===== src/rtl/apb_rr_master_arbiter.sv =====
// Round-robin arbiter + APB master sequencer: NUM_REQ requesters share one APB slave, one transfer in flight.
// Define APB_ARB_TIMEOUT_EN to abort ACCESS phases that see no pready within TIMEOUT_CYCLES.
module apb_rr_master_arbiter #(
    parameter int NUM_REQ        = 4,
    parameter int ADDR_W         = 32,
    parameter int DATA_W         = 32,
    parameter int TIMEOUT_CYCLES = 16
) (
    input  logic                      pclk,
    input  logic                      preset,
    input  logic [NUM_REQ-1:0]        req_valid,
    input  logic [NUM_REQ-1:0]        req_write,
    input  logic [NUM_REQ*ADDR_W-1:0] req_addr,
    input  logic [NUM_REQ*DATA_W-1:0] req_wdata,
    output logic [NUM_REQ-1:0]        req_ready,
    output logic [NUM_REQ-1:0]        rsp_valid,
    output logic [DATA_W-1:0]         rsp_rdata,
    output logic                      rsp_err,
    output logic                      busy,
    output logic                      psel,
    output logic                      penable,
    output logic                      pwrite,
    output logic [ADDR_W-1:0]         paddr,
    output logic [DATA_W-1:0]         pwdata,
    input  logic [DATA_W-1:0]         prdata,
    input  logic                      pready,
    input  logic                      pslverr
);

    localparam int IDX_W = $clog2(NUM_REQ);

    typedef enum logic [1:0] {IDLE, SETUP, ACCESS, DONE} state_t;

    state_t             state, state_d;
    logic [IDX_W-1:0]   ptr, win, win_q, cand;
    logic               any_valid, access_end, timeout;
    logic [DATA_W-1:0]  rdata_q;
    logic               err_q;

`ifdef APB_ARB_TIMEOUT_EN
    logic [7:0] wait_cnt;

    assign timeout = (wait_cnt == 8'(TIMEOUT_CYCLES - 1));

    always_ff @(posedge pclk or posedge preset) begin
        if (preset) begin
            wait_cnt <= '0;
        end else if (state == SETUP) begin
            wait_cnt <= '0;
        end else if (state == ACCESS && !access_end) begin
            wait_cnt <= wait_cnt + 8'd1;
        end
    end
`else
    logic unused_timeout_cfg;

    assign unused_timeout_cfg = (TIMEOUT_CYCLES > 0);
    assign timeout            = 1'b0;
`endif

    // pready landing on the expiry cycle completes the transfer normally.
    assign access_end = pready || timeout;

    function automatic logic [NUM_REQ-1:0] onehot(input logic [IDX_W-1:0] idx);
        return NUM_REQ'(1) << idx;
    endfunction

    // NOTE: every signal written here gets a default first so no path leaves it unassigned (no latch).
    always_comb begin
        any_valid = |req_valid;
        win       = ptr;
        cand      = '0;
        for (int k = NUM_REQ - 1; k >= 0; k--) begin
            cand = IDX_W'((int'(ptr) + k) % NUM_REQ);
            if (req_valid[cand]) win = cand;
        end
    end

    always_comb begin
        state_d = state;
        case (state)
            IDLE:    if (any_valid) state_d = SETUP;
            SETUP:   state_d = ACCESS;
            ACCESS:  if (access_end) state_d = DONE;
            DONE:    state_d = IDLE;
            default: state_d = IDLE;
        endcase
    end

    // NOTE: sequential state uses non-blocking assignments so all flops update from pre-edge values.
    always_ff @(posedge pclk or posedge preset) begin
        if (preset) state <= IDLE;
        else        state <= state_d;
    end

    always_ff @(posedge pclk or posedge preset) begin
        if (preset) begin
            req_ready <= '0;
            rsp_valid <= '0;
            rsp_rdata <= '0;
            rsp_err   <= 1'b0;
            busy      <= 1'b0;
            psel      <= 1'b0;
            penable   <= 1'b0;
            pwrite    <= 1'b0;
            paddr     <= '0;
            pwdata    <= '0;
            ptr       <= '0;
            win_q     <= '0;
            rdata_q   <= '0;
            err_q     <= 1'b0;
        end else begin
            req_ready <= '0;
            rsp_valid <= '0;
            rsp_rdata <= '0;
            rsp_err   <= 1'b0;
            busy      <= (state_d != IDLE);
            case (state)
                IDLE: begin
                    if (any_valid) begin
                        req_ready <= onehot(win);
                        win_q     <= win;
                        psel      <= 1'b1;
                        pwrite    <= req_write[win];
                        paddr     <= req_addr[win*ADDR_W +: ADDR_W];
                        pwdata    <= req_wdata[win*DATA_W +: DATA_W];
                    end
                end
                SETUP: penable <= 1'b1;
                ACCESS: begin
                    if (access_end) begin
                        psel    <= 1'b0;
                        penable <= 1'b0;
                        // Writes, slave errors and timeouts all return zero data.
                        rdata_q <= (pready && !pwrite && !pslverr) ? prdata : '0;
                        err_q   <= pready ? pslverr : 1'b1;
                    end
                end
                DONE: begin
                    rsp_valid <= onehot(win_q);
                    rsp_rdata <= rdata_q;
                    rsp_err   <= err_q;
                    ptr       <= (win_q == IDX_W'(NUM_REQ - 1)) ? '0 : win_q + 1'b1;
                end
                default: ;
            endcase
        end
    end

endmodule


===== config.mk =====
export PLATFORM = sky130hd
export DESIGN_NAME = apb_rr_master_arbiter
export DESIGN_NICKNAME = d
export VERILOG_FILES = /design/src/rtl/apb_rr_master_arbiter.sv
export SDC_FILE = /design/constraint.sdc
export NUM_CORES = 1
export LEC_CHECK = 0
export BUFFER_PORTS_ARGS = -buffer_cell sky130_fd_sc_hd__buf_4
export CAP_MARGIN = 15
export CELL_PAD_IN_SITES_DETAIL_PLACEMENT = 1
export CELL_PAD_IN_SITES_GLOBAL_PLACEMENT = 1
export CORE_AREA = 2 2 160 162
export CTS_CLUSTER_DIAMETER = 30
export DETAILED_ROUTE_END_ITERATION = 10
export DIE_AREA = 0 0 162 164
export GPL_TIMING_DRIVEN = 1
export PLACE_DENSITY_LB_ADDON = 0.1
export REMOVE_ABC_BUFFERS = 1
export SLEW_MARGIN = 20
export SYNTH_ARGS = -nofsm -noshare
export SYNTH_HDL_FRONTEND = slang
export SYNTH_SLANG_ARGS = --single-unit

===== constraint.sdc =====
create_clock -name pclk -period 4.97 [get_ports pclk]
set_input_delay 0.2485 -clock pclk [delete_from_list [all_inputs] [get_ports pclk]]
set_output_delay 0.2485 -clock pclk [all_outputs]
set_load 0.005 [all_outputs]

==> metrics.yaml <==
coreArea_mm2: 0.0248
rsz0062_at_grt: "false"
grt_pass1_wl_um: 42700
finalHoldViolations: 0
startpoint: "state[0]"
crit_arrival_ns: 3.16
via_per_inst: 4.81
yosysTopAreaCell: "dfrtp_1"
slowest_delay_ns: 0.74
start_util_pct: 28.8
finalSetupViolCount: 0
wl_per_cell_um: 21.6
path_max_fanout: 42
yosysWarnings: 0
status: "complete, no violations"
final_nets: 1306
drcViolationCount: 0
hold_class: "in -> reg"
syn2layout_area_growth_pct: 56.2
ys_top_cells_by_count: "dfrtp_1 (148), mux2i_1 (118), nand2_1 (77)"
finalCritPeriodShare_pct: 56.9
synthFlopType: "dfrtp_1"
antenna_found_initial: 4
die_x_um: 162
final_core_util_pct: 44.9
drive_gt1_share_pct: 47.7
rr_startpoint: "state[0]"
p_per_area_mw_per_mm2: 529
rows: 58
hold_ws_ns: 0.0294
maxSlewViolCount: 0
clk_path_buf_depth: 2
dieArea_mm2: 0.0266
drtAntennaViolNets: 0
die_h_um: 164
synth_cell_types: 36
io_buffers: 408
htree_levels: 4
critPathBufInv: 3
start_kind: "flip-flop"
cts_tree: "done"
drtIter0Drc: 249
tns_ns: 0
clockRootBuffer: "clkbuf_16"
hold_depth: 2
grt_pass1_vias: 6838
synthTopCellsByArea: "dfrtp_1 (52%), mux2i_1 (17%), o221ai_1 (5.2%), nand2_1 (4.1%), a22o_1 (3.9%)"
ir_drop_v: 0.000292
tightest_slew_ns: 0.926
syn_area_mm2: 0.00714
post-route-min-period_ns: 2.83
slowest_stage: "nor2b_1"
synth_seq_area_share_pct: 51.9
synth_edf_count: 0
grt_max_degree: 68
synth_top_area_share_pct: 51.9
clkSinkCount: 148
crit_path_end_kind: "flip-flop"
async_reset_ff_share_pct: 100
clk_latency_ns: 0.43
critPathKind: "reg -> reg"
gp_congestion: 0.781
min-delay-start: "prdata[13]"
hpwlAfterDp_um: 22100
fmax_mhz: 354
ff2ff_path_depth: 7
crit_chain: "inv_1, ha_1, nor2b_1, o31ai_4, buf_8, buf_4, o221ai_1"
cts_resized: 0
avgSynthCellArea_um2: 11.8
drtPass1Iterations: 4
netlist_instances: 604
synth_most_common_cell: "dfrtp_1"
cp.required_ns: 5.30
p_leak_uw: 0.00576
cp.depth: 7
ys_seq_elements: 148
skew_ns: 0.0169
grt_overflow: 0
io_pins: 409
cts_buffers: 17
slew_headroom_pct: 38.3
grt_usage_pct: 21.4
critical-path-top-delay-family: "simple AND/OR/NAND/NOR gates"
wl_um: 29100
vias: 6472
path_clk_slew_ns: 0.07
n_fill_cell: 2817
maxCapViolations: 0
## through the flow
step | total power (µW) | worst slack, ns | instance area [µm²] | cells
4_1_cts | 6000 | 2.00 | 11100 | 1340
6_report | 5900 | 2.14 | 11100 | 1345
3_5_place_dp | 4700 | 2.01 | 10500 | 1307
2_1_floorplan | 3450 | 0.737 | 6910 | 557
5_1_grt | 6310 | 1.92 | 11100 | 1343
3_3_place_gp | 4640 | 2.10 | 10500 | 1307
## worst paths after layout
kind	slack, ns	end
worst min-delay path	0.03	rdata_q[13]
worst min register to register	0.48	rsp_rdata[24]
worst max register to register	2.14	paddr[13]
worst max-delay path	2.14	paddr[13]
min in group asynchronous	0.39	rsp_rdata[24]
max in group asynchronous	3.40	paddr[18]
## worst reg2reg max path, stage by stage, from the launching register on
cell	delay (ns)
dfrtp_1	0.40
inv_1	0.11
ha_1	0.25
nor2b_1	0.74
o31ai_4	0.33
buf_8	0.25
buf_4	0.32
o221ai_1	0.33
## power breakdown
part,internal (µW),switching (µW),leakage [µW]
clock,675,600,0.000284
combinational,1340,1390,0.00356
sequential,1660,240,0.00192
total,3670,2230,0.00576
## what timing repair did
| item | in CTS | in global routing |
|---|---|---|
| hold buffers | 1 | 0 |
| setup buffers | 0 | 0 |
| endpoints found under the hold margin | 41 | 0 |
## area by class of cell
type | instances | area, µm² | area share, %
flip-flops and latches | 148 | 3700 | 33.2
clock buffers | 18 | 429 | 3.85
diodes | 4 | 10.0 | 0.0898
repair buffers | 422 | 3200 | 28.7
clock inverters | 14 | 156 | 1.40
inverters | 6 | 27.5 | 0.247
multi-input cells | 403 | 3200 | 28.7
well taps | 330 | 413 | 3.70
## cells by family after synthesis
group	Yosys count	share of synthesized area, %
adder cells (fa/ha/maj)	8	1.40
flip-flops	148	51.9
multiplexers	121	17.0
AND/OR/NAND/NOR	144	9.57
buffers and inverters	53	3.47
AO/OA/AOI/OAI	130	16.6
## per-layer routing
layer	global-route usage, %	vias up	routed length, µm	part of all wire [%]
li1	-	3021	-	-
met5	0	-	0	0
met4	5.83	0	420	1.4
met2	37.4	237	15000	52
met1	24.9	3190	11300	39
met3	7.47	24	2360	8.1
## cells in the final DEF, fill, tap and decap left out, types with 2 or more instances in the layout
| master | n |
|---|---|
| buf_4 | 418 |
| a22o_1 | 32 |
| mux2_2 | 3 |
| clkbuf_16 | 17 |
| nand2b_1 | 2 |
| clkinv_8 | 3 |
| or2_2 | 2 |
| inv_1 | 5 |
| o221ai_1 | 42 |
| mux2i_1 | 118 |
| clkinv_4 | 2 |
| and2_1 | 37 |
| a211o_1 | 6 |
| nor2b_1 | 4 |
| inv_6 | 4 |
| o31ai_1 | 6 |
| ha_1 | 8 |
| dfrtp_1 | 148 |
| nand3_1 | 6 |
| o21ai_0 | 10 |
| o21bai_1 | 2 |
| nand2_1 | 77 |
| buf_12 | 2 |
| nor2_1 | 9 |
| diode_2 | 4 |
| a21oi_1 | 9 |
| o221ai_2 | 17 |
| inv_8 | 5 |
## flip-flops by register name (all words and copies together), names as in the netlist
name	flops
penable	1
rsp_err	1
ptr	2
paddr	32
psel	1
rsp_rdata	32
req_ready	4
win_q	2
pwdata	32
busy	1
err_q	1
pwrite	1
rsp_valid	4
state	2
rdata_q	32
Power figures use the tool's default switching activity.
